==> src/rtl/eight_bit_piso_transmitter_if.sv <==
`default_nettype none
// +--------------------------------------------------------------------------+
// | Module      : eight_bit_piso_transmitter_if                              |
// | Description : Load-side handshake and serial-side signal bundle for the  |
// |               parallel-in/serial-out transmitter.                        |
// |   in         parallel word offered by the producer                       |
// |   load_valid producer has a word on in                                   |
// |   load_ready transmitter accepts a word this cycle                       |
// |   ser_out    serial data bit                                             |
// |   ser_valid  ser_out carries a valid bit                                 |
// |   last       final bit of a frame                                        |
// |   busy       frame in progress                                           |
// |   slave  modport : transmitter side                                      |
// |   master modport : producer / consumer side (testbench, parent block)    |
// | Revision    : 1.0  initial release                                       |
// +--------------------------------------------------------------------------+
interface eight_bit_piso_transmitter_if #(
   parameter int WIDTH = 8
);
   logic [WIDTH-1:0] in;
   logic             load_valid;
   logic             load_ready;
   logic             ser_out;
   logic             ser_valid;
   logic             last;
   logic             busy;

   modport slave (
      input  in,
      input  load_valid,
      output load_ready,
      output ser_out,
      output ser_valid,
      output last,
      output busy
   );

   modport master (
      output in,
      output load_valid,
      input  load_ready,
      input  ser_out,
      input  ser_valid,
      input  last,
      input  busy
   );
endinterface
`default_nettype wire

==> src/rtl/eight_bit_piso_transmitter.sv <==
`default_nettype none
// +--------------------------------------------------------------------------+
// | Module      : eight_bit_piso_transmitter                                 |
// | Description : Parallel-in/serial-out transmitter. Accepts a WIDTH-bit    |
// |               word over a valid/ready handshake and shifts it out one    |
// |               bit per clock, flagging the final bit of each frame with   |
// |               last. Frames may be chained back-to-back without gaps.     |
// | Parameters  : WIDTH     data word width (>= 2)                           |
// |               MSB_FIRST 0: bit 0 first, 1: bit WIDTH-1 first             |
// | Macro       : PIPO_TX_PARITY_EN - when defined, an even-parity bit is    |
// |               appended after the data bits and carries last.             |
// | Ports       : clk  rising-edge clock                                     |
// |               rst  asynchronous reset, active low                        |
// |               bus  slave modport: in, load_valid -> load_ready,          |
// |                    ser_out, ser_valid, last, busy                        |
// | Revision    : 1.0  initial release                                       |
// +--------------------------------------------------------------------------+
module eight_bit_piso_transmitter #(
   parameter int WIDTH     = 8,
   parameter bit MSB_FIRST = 1'b0
) (
   input  wire                            clk,
   input  wire                            rst,
   eight_bit_piso_transmitter_if.slave    bus
);

`ifdef PIPO_TX_PARITY_EN
   localparam int FRAME = WIDTH + 1;
`else
   localparam int FRAME = WIDTH;
`endif
   localparam int CNT_W = $clog2(WIDTH + 1);

   typedef enum logic [0:0] {
      S_IDLE  = 1'b0,
      S_SHIFT = 1'b1
   } state_t;

   state_t           state_q, state_d;
   logic [WIDTH-1:0] shreg_q, shreg_d;
   logic [CNT_W-1:0] cnt_q, cnt_d;
   logic             ser_out_q, ser_out_d;
   logic             ser_valid_q, ser_valid_d;
   logic             last_q, last_d;
   logic             busy_q, busy_d;
`ifdef PIPO_TX_PARITY_EN
   logic             parity_q, parity_d;
`endif

   logic             last_bit;
   logic             load_ready;
   logic             accept;

   // The last-bit cycle is the one where the final frame bit sits on the
   // output registers; a new word may be taken in that same cycle.
   assign last_bit   = (state_q == S_SHIFT) && (cnt_q == CNT_W'(FRAME - 1));
   assign load_ready = (state_q == S_IDLE) || last_bit;
   assign accept     = bus.load_valid && load_ready;

   always_comb begin
      state_d     = state_q;
      shreg_d     = shreg_q;
      cnt_d       = cnt_q;
      ser_out_d   = 1'b0;
      ser_valid_d = 1'b0;
      last_d      = 1'b0;
      busy_d      = 1'b0;
`ifdef PIPO_TX_PARITY_EN
      parity_d    = parity_q;
`endif

      if (accept) begin
         // The first bit goes straight to the output register on the
         // accepting edge; the shift register keeps the remaining bits.
         state_d     = S_SHIFT;
         cnt_d       = '0;
         ser_valid_d = 1'b1;
         busy_d      = 1'b1;
         if (MSB_FIRST) begin
            ser_out_d = bus.in[WIDTH-1];
            shreg_d   = bus.in << 1;
         end else begin
            ser_out_d = bus.in[0];
            shreg_d   = bus.in >> 1;
         end
`ifdef PIPO_TX_PARITY_EN
         parity_d    = ^bus.in;
`endif
      end else if (state_q == S_SHIFT) begin
         if (last_bit) begin
            state_d = S_IDLE;
            cnt_d   = '0;
         end else begin
            cnt_d       = cnt_q + CNT_W'(1);
            ser_valid_d = 1'b1;
            busy_d      = 1'b1;
            last_d      = (cnt_q == CNT_W'(FRAME - 2));
`ifdef PIPO_TX_PARITY_EN
            if (cnt_q == CNT_W'(WIDTH - 1)) begin
               // All data bits have gone; the parity bit closes the frame.
               ser_out_d = parity_q;
            end else
`endif
            if (MSB_FIRST) begin
               ser_out_d = shreg_q[WIDTH-1];
               shreg_d   = shreg_q << 1;
            end else begin
               ser_out_d = shreg_q[0];
               shreg_d   = shreg_q >> 1;
            end
         end
      end
   end

   always_ff @(posedge clk or negedge rst) begin
      if (!rst) begin
         state_q     <= S_IDLE;
         shreg_q     <= '0;
         cnt_q       <= '0;
         ser_out_q   <= 1'b0;
         ser_valid_q <= 1'b0;
         last_q      <= 1'b0;
         busy_q      <= 1'b0;
`ifdef PIPO_TX_PARITY_EN
         parity_q    <= 1'b0;
`endif
      end else begin
         state_q     <= state_d;
         shreg_q     <= shreg_d;
         cnt_q       <= cnt_d;
         ser_out_q   <= ser_out_d;
         ser_valid_q <= ser_valid_d;
         last_q      <= last_d;
         busy_q      <= busy_d;
`ifdef PIPO_TX_PARITY_EN
         parity_q    <= parity_d;
`endif
      end
   end

   assign bus.load_ready = load_ready;
   assign bus.ser_out    = ser_out_q;
   assign bus.ser_valid  = ser_valid_q;
   assign bus.last       = last_q;
   assign bus.busy       = busy_q;

endmodule
`default_nettype wire

==> src/flat_wrapper.sv <==
// flat-port wrapper written by rule: the top's interface ports become plain ports
module eight_bit_piso_transmitter_flat 
#(
   parameter int WIDTH     = 8,
   parameter bit MSB_FIRST = 1'b0
)
  (clk, rst, bus_in, bus_load_valid, bus_load_ready, bus_ser_out, bus_ser_valid, bus_last, bus_busy);
  eight_bit_piso_transmitter_if #(.WIDTH(WIDTH)) bus_i ();
  input  wire clk;
  input  wire rst;
  input wire logic [$bits(bus_i.in)-1:0] bus_in;
  input wire logic [$bits(bus_i.load_valid)-1:0] bus_load_valid;
  output wire logic [$bits(bus_i.load_ready)-1:0] bus_load_ready;
  output wire logic [$bits(bus_i.ser_out)-1:0] bus_ser_out;
  output wire logic [$bits(bus_i.ser_valid)-1:0] bus_ser_valid;
  output wire logic [$bits(bus_i.last)-1:0] bus_last;
  output wire logic [$bits(bus_i.busy)-1:0] bus_busy;
  assign bus_i.in = bus_in;
  assign bus_i.load_valid = bus_load_valid;
  assign bus_load_ready = bus_i.load_ready;
  assign bus_ser_out = bus_i.ser_out;
  assign bus_ser_valid = bus_i.ser_valid;
  assign bus_last = bus_i.last;
  assign bus_busy = bus_i.busy;
  eight_bit_piso_transmitter #(.WIDTH(WIDTH), .MSB_FIRST(MSB_FIRST)) u_core (.clk(clk), .rst(rst), .bus(bus_i));
endmodule
==> config.mk <==
export PLATFORM = sky130hd
export DESIGN_NAME = eight_bit_piso_transmitter_flat
export DESIGN_NICKNAME = d
export VERILOG_FILES = /design/src/rtl/eight_bit_piso_transmitter_if.sv /design/src/rtl/eight_bit_piso_transmitter.sv /design/src/flat_wrapper.sv
export SDC_FILE = /design/constraint.sdc
export NUM_CORES = 1
export LEC_CHECK = 0
export ABC_AREA = 1
export BUFFER_PORTS_ARGS = -buffer_cell sky130_fd_sc_hd__buf_2
export CAP_MARGIN = 30
export CORE_UTILIZATION = 50
export DETAILED_ROUTE_END_ITERATION = 16
export PLACE_DENSITY = 0.74
export SYNTH_ARGS = -nofsm -noshare
export SYNTH_HDL_FRONTEND = slang
export SYNTH_SLANG_ARGS = --single-unit
==> constraint.sdc <==
create_clock -name clk -period 1.44 [get_ports clk]
set_input_delay 0 -clock clk [delete_from_list [all_inputs] [get_ports clk]]
set_output_delay 0 -clock clk [all_outputs]
set_load 0.02 [all_outputs]
# Word-level counts from Yosys, hierarchy flattened
# Index checks and enable logic that the tools add are counted.
totals:
  reg_bits: 15
  input_bits: 11
  out_inout_bits: 5
  word_cells: 30
op_classes:
  n_addsub: 1
  eq_ne: 3
  n_mux: 15
  bitwise_logic: 1
  reduce_logical: 5
ops:
  columns: ["cell", "n"]
  rows:
  - ["$mux W8", 3]
  - ["$mux W4", 3]
  - ["$mux W1", 9]
  - ["$eq A4 B3 Y1 const B", 2]
  - ["$add A4 B1 Y4 const B", 1]
  - ["$logic_and A1 B1 Y1", 2]
  - ["$ne A2 B2 Y1 const B", 1]
  - ["$reduce_and A2 Y1", 1]
  - ["$reduce_bool A2 Y1", 1]
  - ["$logic_or A1 B1 Y1", 1]
  - ["$not A1 Y1", 1]

# Depth between registers and ports, before layout
# Gate-level depths: netlist of run 1.
depth:
  ltp_word: 6
  depth_mapped: 7
  depth_no_buf: 6

# Worst setup path after synthesis of run 1
# OpenSTA, ideal clock, no wires.
synth_path:
  path_kind: "register -> register"
  from: "register u_core.cnt_q[1]"
  to: "register u_core.shreg_q[1]"
  setup_ns: 0.124
  t_arrival_ns: 1.107
  required_ns: 1.316
  path_slack_ns: 0.209
  path_stages_with_launch: 7
  n_path_buf: 1
  synth_period_minus_slack_ns: 1.231
  path_cell_list: "dfrtp_1 > ha_1 > nand3_4 > nand2_8 > buf_12 > nand3_1 > nand3_1"
synth_between:
  elab_chain_len: 6
synth_rtl:
  columns: ["element", "line", "text"]
  rows:
  - ["start, declared", "eight_bit_piso_transmitter.sv:41", "logic [CNT_W-1:0] cnt_q, cnt_d;"]
  - ["start signal, assigned", "eight_bit_piso_transmitter.sv:130", "cnt_q <= cnt_d;"]
  - ["$eq A4 B3 Y1 *", "eight_bit_piso_transmitter.sv:56", "assign last_bit = (state_q == S_SHIFT) && (cnt_q == CNT_W'(FRAME - 1));"]
  - ["$logic_and A1 B1 Y1 *", "eight_bit_piso_transmitter.sv:56", null]
  - ["$logic_or A1 B1 Y1 *", "eight_bit_piso_transmitter.sv:57", "assign load_ready = (state_q == S_IDLE) || last_bit;"]
  - ["named net bus_load_ready", "flat_wrapper.sv:13", "output wire logic [$bits(bus_i.load_ready)-1:0] bus_load_ready;"]
  - ["$logic_and A1 B1 Y1 *", "eight_bit_piso_transmitter.sv:58", "assign accept = bus.load_valid && load_ready;"]
  - ["$ne A2 B2 Y1 (no line) / $reduce_bool A2 Y1 (equally long branches)", null, null]
  - ["$reduce_and A2 Y1 (no line)", null, null]
  - ["end signal, assigned", "eight_bit_piso_transmitter.sv:129", "shreg_q <= shreg_d;"]
  - ["end, declared", "eight_bit_piso_transmitter.sv:40", "logic [WIDTH-1:0] shreg_q, shreg_d;"]
# Mark *: on every way through the listed nets, which the timed path passes. The rest lies on a longest branch.
# A chain may end at the register's enable or synchronous reset.

# Final worst setup path of run 1
layout_path:
  from: "register u_core.cnt_q[1]"
  to: "output port bus_load_ready"
layout_between:
  elab_chain_len: 3
layout_rtl:
  columns: ["element", "line"]
  rows:
  - ["$eq A4 B3 Y1", "eight_bit_piso_transmitter.sv:56"]
  - ["$logic_and A1 B1 Y1", "eight_bit_piso_transmitter.sv:56"]
  - ["$logic_or A1 B1 Y1", "eight_bit_piso_transmitter.sv:57"]
  - ["end, declared", "flat_wrapper.sv:13"]
# No other way between the ends.

==> run metrics, run 1 <==
DR WL/cell=13.46 µm; Starting DRT DRC Count=28; Post-Place Worst Slack=~0.15 ns; sequential fraction of the synthesis area=roughly half; critical path arrival=1.39 ns; die area=0.001610 mm²; CP cell instances=ha_4 > nand3_4 > nand2_8 > buf_2; I/O pins=16; Register-to-Register Path Depth=7; clock root cell=clkbuf_4; delay-heaviest family, CP=flip-flops; post-route ant nets=0; first-pass iteration count of the detailed router=4; violations in the final reports=hold timing; Post-synth ARST share=100.0%; post-synth top area share=48.19%; power per cell area=1954 mW/mm²; Crit Path Max Fanout=10; predominant post-synthesis flop cell=dfrtp_1; CP peak stage delay=0.44 ns; Setup Viol. Count Final=0; critical setup path kind=flip-flop to output port; slowest cell on the critical path=dfrtp_1; MaxCap Viol Count=0; DRC viols=0; Max Freq=721.3 MHz; worst r2r src=u_core.cnt_q[1]; Peak VDD IR=1.084 mV; startpoint types=flip-flop; largest net degree at the start of global routing=20; # placed instances=approximately 110; crit path buf inv count=1; CTS buffer count=3; Max clock buf depth=2; GPL Wtd Cong=0.8901; Clock Latency Late Sink=0.29 ns; EDFF count, synth=0; post-synthesis sequential element count=14; first-pass GRT wire length=2.428 mm; Synth area leader=dfrtp_1; initial antenna violation count=0; ant diodes=0; leakage dissipation=0.4895 nW; Final Hold Fails=1; # rows=13; Core Box Area=0.001334 mm²; TritonCTS clock tree=built; cells after synthesis=80; mapped cell area=726.9 µm²; IO buf count=15; Worst R2R Setup Slack=0.09 ns; outcome=finished, violations left; hpwl dp=about 1000 µm; final setup margin=0.05367 ns; crit path launch=u_core.cnt_q[1]; simple-gate area share of the yosys netlist=roughly 34%; GR Overflow Total=0; Yosys cell types=16; Area Overhead vs Synth=31.50%; Slew HR=79.53%; Total GRT Usage=23.45%; nets=around 120; FILL cells=114; min Tclk post-route=1.386 ns; final max-slew violation count=0; Avg Vias per Cell=around 5.2; yosys warns=0; vias in the first global route=545; synthesized net count=just over 90; Hold/Removal Path Class=input pin to flip-flop; most frequent cell after synthesis=nand3_1; mux contribution to synthesized area=0%; combinational family with the most area after synthesis=simple AND/OR/NAND/NOR gates; DRT Wirelength=around 1.7 mm; clk_skew=approximately 0.0033 ns; final std cells w/o fill=123; layout cell share with drive strength beyond 1=26.85%; Pwr Total=1.867 mW; Reg clk slew, reported paths=~0.09 ns; CP Depth=4; Die H=~40 µm; total number of vias=642; crit end category=output port; Synth top cells by count=27 x nand3_1, 14 x dfrtp_1, 9 x inv_1, 9 x nand2_1, 6 x nor2_1; CP Data Required Time=1.44 ns; Post-Synth XOR/XNOR Area=0%; Die X=40.13 µm; final hold slack=-0.002271 ns; setup_tns=0 ns; part of the cycle the worst path needs=96.27%; syn_area_per_cell=~9.1 µm²; Initial Utilization=between 50% and 60%; Worst-Margin Slew=0.3070 ns; Synth area leaders=dfrtp_1 48%, nand3_1 19%, inv_1 4.6%; CP endpoint=bus_load_ready; H-tree Lvls=1; Worst R2R End=u_core.cnt_q[2]; Clock Sinks=14; Post-Synth Adder-Cell Area=under 10%; area fraction in compound gates after synthesis=~3.4%
==> routing by layer <==
metal	up-vias	GRT usage, %	wire [µm]
met1	296	33.68	779
met4	0	7.759	0
li1	325	-	-
met5	-	0	0
met3	0	5.000	87
met2	21	34.68	788
==> how the worst min path moves through the flow <==
stage                     cells after the start                 to      start  slack [ns]
after floorplan                               0    u_core.bus.last        rst       -0.30
after global placement                        1  u_core.shreg_q[2]        rst        -0.1
after detailed placement                      1  u_core.shreg_q[2]        rst        -0.1
after CTS                                     3  u_core.shreg_q[1]  bus_in[2]      0.0009
after global routing                          3  u_core.shreg_q[1]  bus_in[2]      -0.002
final                                         3  u_core.shreg_q[1]  bus_in[2]      -0.002
==> where the power goes <==
group | internal (mW) | total (mW) | switching, mW | leakage (nW)
combinational | 0.394 | 0.882 | 0.488 | 0.291
sequential | 0.548 | 0.688 | 0.139 | 0.178
clock | 0.154 | 0.298 | 0.144 | 0.0210
total | 1.10 | 1.87 | 0.771 | 0.490
==> worst reg2reg max path, stage by stage (launching register included) <==
cell     delay [ns]
dfrtp_1        0.45
ha_4           0.20
nand3_4        0.15
nand2_8        0.10
buf_12         0.15
nand2_1        0.09
inv_1          0.06
nor2_1         0.09
==> logic make-up after synthesis <==
family / count (synthesis)
buf+inv: 13
fa+ha+maj: 2
simple gates: 46
flops: 14
compound gates: 5
==> layout by cell type, fill, tap and decap left out <==
cell,n
dfrtp_1,14
dlygate4sd3_1,8
clkbuf_8,1
buf_2,15
buf_12,1
clkbuf_4,3
inv_1,9
nand2_8,1
nor2_1,6
nand3_2,2
nand3_4,1
a21oi_1,2
o21ai_0,1
buf_4,4
ha_4,1
nand2_1,9
o21ai_1,2
nand3_1,27
ha_1,1
==> flip-flops by register name, indices dropped and copies added (netlist names) <==
| signal | flops |
|---|---|
| u_core.bus.ser_valid | 1 |
| u_core.bus.last | 1 |
| u_core.cnt_q | 4 |
| u_core.bus.ser_out | 1 |
| u_core.shreg_q | 7 |
==> final cells by class <==
class | instances | area [µm²] | area share (%)
well taps | 15 | 18.77 | 1.963
multi-input cells | 53 | 311.5 | 32.59
flip-flops and latches | 14 | 350.3 | 36.65
inverters | 9 | 33.78 | 3.534
clock buffers | 4 | 36.28 | 3.796
repair buffers | 28 | 205.2 | 21.47
==> timing repair <==
| item | in CTS | in global routing |
|---|---|---|
| setup buffers | 0 | 4 |
| resized for setup | 1 | 1 |
| hold buffers | 8 | 0 |
| cloned | 0 | 0 |
| hold endpoints to repair | 21 | 0 |
| pin swaps | 0 | 1 |
| setup endpoints to repair | 1 | 1 |
==> through the flow <==
step / instance area (µm²) / util (%)
finish: 955.9 / 71.67
detailed placement: 784.5 / 58.82
CTS: 903.4 / 67.73
floorplan: 726.9 / -
global placement: 784.5 / 58.82
global route: 955.9 / 71.67
Power figures use the tool's default switching activity.
==> run 2, diff against run 1 <==
--- a/config.mk
+++ b/config.mk
@@ -11,6 +11,7 @@
 export CORE_UTILIZATION = 50
 export DETAILED_ROUTE_END_ITERATION = 16
 export PLACE_DENSITY = 0.74
+export SLEW_MARGIN = 0
 export SYNTH_ARGS = -nofsm -noshare
 export SYNTH_HDL_FRONTEND = slang
 export SYNTH_SLANG_ARGS = --single-unit
==> constraint.sdc (replaced) <==
create_clock -name clk -period 1.8 [get_ports clk]
set_input_delay 0 -clock clk [delete_from_list [all_inputs] [get_ports clk]]
set_output_delay 0 -clock clk [all_outputs]
set_load 0.02 [all_outputs]
==> run 2 against run 1 <==
  * The run now ends clean
  * Non-clock buffer count shrank 3
  * Cell count shrank 2.4%
  * First-iteration DRC count is the same
  * Sequential power shrank 23%
  * Clock skew shrank 0.0014 ns
  * Count of clock-buffer cells in the layout is the same
  * Hold slack gained 0.069 ns
  * Register-to-register slack gained 0.38 ns
  * Clock power shrank 27%
  * Critical path type unchanged
  * Largest cell class unchanged
  * Final area shrank 4.7%
==> run metrics, run 2 (synthesized netlist as in run 1, its figures left out) <==
outcome=completed; DR WL/cell=11.23 µm (-17%); Reg area=350.3 µm² (unchanged); Comb power frac=43.5% (-3.7 points); DRC viols=0 (unchanged); commonest cells after routing, fill and taps aside=27 x nand3_1, 15 x buf_2, 14 x dfrtp_1; leakage dissipation=0.4695 nW (-4.1%); Worst R2R Setup Slack=0.47 ns (+0.38 ns); final setup margin=0.3721 ns (+0.3185 ns); worst r2r src=u_core.cnt_q[1]; vias in the first global route=507 (-7.0%); clock root cell=clkbuf_4; Max Freq=700.3 MHz; layout cell share with drive strength beyond 1=22.86% (-4.0 points); H-tree Lvls=1 (unchanged); Top Registers=u_core.shreg_q: 7 flops, u_core.cnt_q: 4 flops; power per cell area=1459 mW/mm² (-25%); Initial Utilization=54.50% (unchanged); Highest Signal Layer=met4; max reg flops=7 (unchanged); NetSw=0.5455 mW (-29%); Setup Viol. Count Final=0 (unchanged); Register-to-Register Path Depth=6 (-1); nets=119 (-2.5%); Slew HR=80.47% (+0.94 points); Core Box Area=0.001334 mm² (unchanged); MaxCap Viol Count=0 (unchanged); setup_tns=0 ns (unchanged); Post-Place Worst Slack=0.4961 ns (+0.3484 ns); # rows=13 (unchanged); Final Hold Fails=0 (-1); FILL cells=107 (-6.1%); Worst-Margin Slew=0.2929 ns (-0.01409 ns); critical setup path kind=flip-flop to output port; Crit Path Max Fanout=19 (+9); first-pass iteration count of the detailed router=4 (unchanged); clk_skew=0.001916 ns (-0.001420 ns); Max clock buf depth=2 (unchanged); crit path buf inv count=1 (unchanged); GPL Wtd Cong=0.8506 (-4.4%); I/O pins=16 (unchanged); Hold/Removal Path Class=input pin to flip-flop; GR Overflow Total=0 (unchanged); initial antenna violation count=0 (unchanged); post-route ant nets=0 (unchanged); slowest cell on the critical path=dfrtp_1; Seq pwr share=40.1% (+3.3 points); Reg clk slew, reported paths=0.08 ns (about the same); Clock Sinks=14 (unchanged); Peak VDD IR=0.7970 mV (-26%); total number of vias=602 (-6.2%); Hold Path End=u_core.shreg_q[0]; part of the cycle the worst path needs=79.33%; hold path depth=3 (unchanged); IO buf count=15 (unchanged); Worst R2R End=u_core.cnt_q[2]; Core Util, Final=68.29% (-3.4 points); Clock Latency Late Sink=0.27 ns (-0.02 ns); CP Data Required Time=1.80 ns (+0.36 ns); postcts setup bufs=0 (unchanged); largest net degree at the start of global routing=20 (unchanged); CP cell instances=ha_1 > nand3_4 > nand2_8 > buf_2; Clk pwr share=16.4% (+0.5 points); die area=0.001610 mm² (unchanged); HP Start=bus_load_valid; final max-slew violation count=0 (unchanged); met2 wire length=607 µm (-23%); CTS buffer count=3 (unchanged); WL met1=674 µm (-13%); first-pass GRT wire length=2.201 mm (-9.3%); Reg with most FFs=u_core.shreg_q; final hold slack=0.06691 ns (+0.06918 ns); TritonCTS clock tree=built; ant diodes=0 (unchanged); sw frac=41.05% (-0.23 points); multi-input logic area=299.0 µm² (-4.0%); DRT Wirelength=1.347 mm (-19%); Pwr Total=1.329 mW (-29%); min Tclk post-route=roughly 1.4 ns; critical path arrival=1.43 ns (+0.04 ns); Area Overhead vs Synth=25.30%; most common cell after layout, fill and taps aside=nand3_1; crit end category=output port; met3 WL=56 µm (-36%); Total GRT Usage=21.72% (-1.7 points); Avg Vias per Cell=5.017 (-3.9%); Die H=40.13 µm (unchanged); Die X=40.13 µm (unchanged); delay-heaviest family, CP=flip-flops; CP peak stage delay=0.38 ns (-0.06 ns); Pint=0.7834 mW (-29%); unrepaired setup endpoints after global routing=false; hpwl dp=946.8 µm (-4.8%); startpoint types=flip-flop; Starting DRT DRC Count=28 (unchanged)
-- run 2: cell count changes in the layout (fill, tap and decap cells not counted), sizes merged --
cell	change
buf	-4
dlygate4sd3	+1
-- run 2: cell type report --
class	count	area share, %
flip-flops and latches	14	38.46
multi-input cells	53	32.83
repair buffers	25	18.96
clock buffers	4	3.984
inverters	9	3.709
well taps	15	2.060
-- run 2: worst reg2reg max path: cells and delay by family, from the launching register on --
| family | cells | cell delay, ns |
|---|---|---|
| adder cells (fa/ha/maj) | 1 | 0.25 |
| buffers and inverters | 1 | 0.07 |
| flip-flops | 1 | 0.41 |
| AND/OR/NAND/NOR | 4 | 0.54 |
-- run 2: routing by layer --
layer  vias up  global-route usage [%]
met2        13                   30.65
met3         2                   8.333
li1        314                       -
met4         0                   10.34
met5         -                       0
met1       273                   28.67
-- run 2: repair_timing --
item | 4_1_cts | 5_1_grt
endpoints found under the setup margin | 0 | 0
gates resized for setup | 0 | 0
hold buffers | 9 | 0
endpoints found under the hold margin | 22 | 0
-- run 2: worst max path at each step --
stage / startpoint / endpoint / slack [ns] / cells after the start
6_report: u_core.cnt_q[1] / bus_load_ready / 0.37 / 4
5_1_grt: u_core.cnt_q[1] / bus_load_ready / 0.26 / 4
4_1_cts: u_core.cnt_q[1] / bus_load_ready / 0.37 / 4
3_5_place_dp: u_core.cnt_q[1] / u_core.cnt_q[2] / 0.50 / 6
3_3_place_gp: u_core.cnt_q[1] / u_core.cnt_q[1] / 0.54 / 6
2_1_floorplan: u_core.cnt_q[1] / u_core.shreg_q[1] / 0.57 / 6
-- run 2: per-stage QoR --
step | instances | area, µm²
2_1_floorplan | 80 | 726.9
3_3_place_gp | 107 | 784.5
3_5_place_dp | 107 | 784.5
4_1_cts | 120 | 910.9
5_1_grt | 120 | 910.9
6_report | 120 | 910.9
-- run 2: power by group through the flow --
stage	clock, mW	combinational, mW	sequential, mW
after floorplan	0	0.476	0.543
after global placement	0	0.546	0.534
after detailed placement	0	0.560	0.537
after CTS	0.227	0.582	0.531
after global routing	0.246	0.657	0.553
final	0.219	0.578	0.532
==> run 3, diff against run 2 <==
--- a/config.mk
+++ b/config.mk
@@ -5,12 +5,12 @@
 export SDC_FILE = /design/constraint.sdc
 export NUM_CORES = 1
 export LEC_CHECK = 0
-export ABC_AREA = 1
+export ABC_AREA = 0
 export BUFFER_PORTS_ARGS = -buffer_cell sky130_fd_sc_hd__buf_2
 export CAP_MARGIN = 30
-export CORE_UTILIZATION = 50
+export CORE_UTILIZATION = 46
 export DETAILED_ROUTE_END_ITERATION = 16
-export PLACE_DENSITY = 0.74
+export PLACE_DENSITY = 0.72
 export SLEW_MARGIN = 0
 export SYNTH_ARGS = -nofsm -noshare
 export SYNTH_HDL_FRONTEND = slang
==> constraint.sdc (replaced) <==
create_clock -name clk -period 1.3 [get_ports clk]
set_input_delay 0 -clock clk [delete_from_list [all_inputs] [get_ports clk]]
set_output_delay 0 -clock clk [all_outputs]
set_load 0.02 [all_outputs]
==> run 3 against run 2 <==
  * The run now ends with setup timing left
  * Combinational power up 90%
  * Wire length up 12%
  * Cell count down 13%
  * Sequential share of layout area down 3.5 points
  * Synthesized cell count down 25%
  * Core utilization up 4.2 points
  * Highest routed layer unchanged
  * Largest cell class is now multi-input gates
  * Final area up 10%
  * Sequential power up 34%
  * Count of clock-buffer cells in the layout unchanged
  * Hold slack worse by 0.058 ns
==> run metrics, run 3 <==
Crit Path Max Fanout=5 (-14); # placed instances=93 (-13%); global routing's busiest layer=met2; sw frac=34.51% (-6.5 points); Core Box Area=0.001383 mm² (+3.7%); die area=0.001738 mm² (+7.9%); Worst R2R Setup Slack=-0.10 ns (-0.57 ns); max reg flops=7 (unchanged); violations in the final reports=setup timing; Clk pwr share=14.9% (-1.5 points); Synth top cells by count=14 x dfrtp_1, 6 x mux2_2, 6 x nand2_1; Post-synth ARST share=100.0% (unchanged); syn_area_per_cell=12.07 µm² (+33%); most frequent cell after synthesis=dfrtp_1; final max-slew violation count=0 (unchanged); Register-to-Register Path Depth=5 (-1); Seq pwr share=33.4% (-6.7 points); GR Util met1=23.58% (-5.1 points); nets=104 (-13%); Area Overhead vs Synth=38.34%; predominant post-synthesis flop cell=dfrtp_1; Peak VDD IR=1.143 mV (+43%); DR WL/cell=14.30 µm (+27%); leakage dissipation=0.5133 nW (+9.3%); Yosys cell types=22 (+6); IO buf count=15 (unchanged); clk_skew=0.0006408 ns (-0.001276 ns); Reg with most FFs=u_core.shreg_q; Max Freq=712.7 MHz; synthesized net count=73 (-22%); Hold/Removal Path Class=input pin to flip-flop; Top Registers=u_core.shreg_q: 7 flops, u_core.cnt_q: 4 flops; Pwr Total=2.131 mW (+60%); Final Hold Fails=0 (unchanged); I/O pins=16 (unchanged); post-route ant nets=0 (unchanged); commonest cells after routing, fill and taps aside=14 x buf_2, 14 x dfrtp_1, 7 x mux2_4, 7 x buf_6, 7 x buf_4; initial antenna violation count=0 (unchanged); Die H=41.69 µm (+3.9%); cells after synthesis=60 (-25%); Reg clk slew, reported paths=0.09 ns (about the same); final setup margin=-0.1032 ns (-0.4753 ns); Synth area leader=dfrtp_1; Setup Viol. Count Final=10 (+10); Synth area leaders=dfrtp_1 48%, mux2_4 10%, mux2_2 9.3%; Initial Utilization=52.40% (-2.1 points); hold path depth=3 (unchanged); GPL Wtd Cong=0.8115 (-4.6%); startpoint types=flip-flop; first-pass GRT wire length=2.546 mm (+16%); vias in the first global route=570 (+12%); Starting DRT DRC Count=5 (-82%); Worst-Margin Slew=0.3129 ns (+0.01999 ns); layout cell share with drive strength beyond 1=55.56% (+33 points); mapped cell area=724.4 µm² (-0.34%); yosys warns=0 (unchanged); CP Data Required Time=1.47 ns (-0.33 ns); first-pass iteration count of the detailed router=3 (-1); Max clock buf depth=2 (unchanged); MaxCap Viol Count=0 (unchanged); # rows=13 (unchanged); CP endpoint=u_core.shreg_q[4]; hpwl dp=965.1 µm (+1.9%); H-tree Lvls=1 (unchanged); Avg Vias per Cell=5.105 (+1.8%); DRC viols=0 (unchanged); Comb power frac=51.6% (+8.1 points); crit end category=flip-flop; DRT Wirelength=1.502 mm (+12%); Post-Place Worst Slack=-0.04435 ns (-0.5404 ns); Clock Latency Late Sink=0.28 ns (about the same); critical setup path kind=flip-flop to flip-flop; Total GRT Usage=19.41% (-2.3 points); GR Overflow Total=0 (unchanged); clock root cell=clkbuf_4; min Tclk post-route=1.403 ns; power per cell area=2126 mW/mm² (+46%); EDFF count, synth=0 (unchanged); CTS buffer count=3 (unchanged); unrepaired setup endpoints after global routing=true; outcome=finished, violations left; ant diodes=0 (unchanged); post-synthesis sequential element count=14 (unchanged); Pint=1.396 mW (+78%); Slew HR=79.14% (-1.3 points); Die X=41.69 µm (+3.9%); Clock Sinks=14 (unchanged); largest net degree at the start of global routing=15 (-25%); met3 Resource Use GR=6.087% (-2.2 points); critical path arrival=1.58 ns (+0.15 ns); met2 usage=30.94% (+0.29 points); TritonCTS clock tree=built; final std cells w/o fill=105 (-13%); FILL cells=88 (-18%); part of the cycle the worst path needs=107.9%; total number of vias=536 (-11%); worst r2r src=u_core.cnt_q[1]; NetSw=0.7354 mW (+35%); crit path launch=u_core.cnt_q[1]; post-synth top area share=48.36% (+0.17 points); sequential fraction of the synthesis area=48.36% (+0.17 points); Worst R2R End=u_core.shreg_q[4]
==> run 3: changes by cell type after synthesis, sizes merged, moves of 2 or more <==
cell	before	now
inv	9	3
nand3b	0	2
mux2	0	11
nand3	30	3
nor2	6	2
nand2	10	7
mux2i	0	3
==> run 3: repair_timing <==
item | in CTS | in global routing
endpoints found under the setup margin | 9 | 14
resized for setup | 7 | 9
pin swaps | 5 | 4
buffers inserted | 7 | 1
hold buffers | 2 | 0
gates cloned | 0 | 0
hold endpoints to repair | 15 | 0
==> run 3: per-layer routing <==
| metal | wire (µm) | vias to the layer above |
|---|---|---|
| met5 | 0 | - |
| met4 | 24 | 0 |
| met3 | 72 | 2 |
| met2 | 774 | 18 |
| met1 | 631 | 253 |
| li1 | - | 263 |
==> run 3: worst max-delay path: stages, from the launching register on <==
cell	delay [ns]
dfrtp_1	0.40
ha_2	0.19
nand3b_1	0.17
nand2_4	0.09
buf_6	0.15
mux2_4	0.30
==> run 3: cells by family (layout without fill, tap and decap cells) <==
kind of cell | after synthesis | count (layout) | synth area share, %
muxes | 14 | 14 | 23.83
DFF | 14 | 14 | 48.36
xor gates and xnor gates | 1 | 1 | 1.209
AOI/OAI and AO/OA | 5 | 5 | 3.626
buffers and inverters | 7 | 37 | 6.390
adders and majority gates | 2 | 2 | 3.454
and+or+nand+nor | 17 | 17 | 13.13
==> run 3: area by class of cell <==
cell class,count,area (µm²),area share (%)
flip-flops and latches,14,350.3,34.96
clock buffers,4,36.28,3.620
well taps,15,18.77,1.873
multi-input cells,39,364.1,36.33
inverters,3,11.26,1.124
repair buffers,30,221.5,22.10
==> run 3: power groups by stage <==
stage | Combinational, mW | Clock (mW) | Sequential (mW)
global placement | 0.791 | 0 | 0.700
CTS | 0.985 | 0.325 | 0.705
floorplan | 0.558 | 0 | 0.726
detailed placement | 0.823 | 0 | 0.708
finish | 1.10 | 0.318 | 0.712
global route | 1.20 | 0.353 | 0.730
==> run 3: worst min-delay path by stage <==
stage,from,end,slack [ns]
6_report,bus_in[7],u_core.shreg_q[6],0.009
2_1_floorplan,rst,u_core.bus.last,-0.30
3_3_place_gp,rst,u_core.bus.last,-0.09
4_1_cts,bus_in[7],u_core.shreg_q[6],0.02
3_5_place_dp,rst,u_core.bus.last,-0.09
5_1_grt,bus_in[7],u_core.shreg_q[6],0.004
==> run 3: through the flow <==
stage	util (%)	hold slack, ns	setup TNS (ns)	instance area (µm²)
floorplan	-	-0.2956	-0.2988	730.7
global placement	60.63	-0.09431	0	838.3
detailed placement	60.63	-0.09183	-0.08341	838.3
CTS	69.59	0.01664	-0.2584	962.2
global route	72.49	0.003619	-1.347	1002
finish	72.49	0.008941	-0.6631	1002
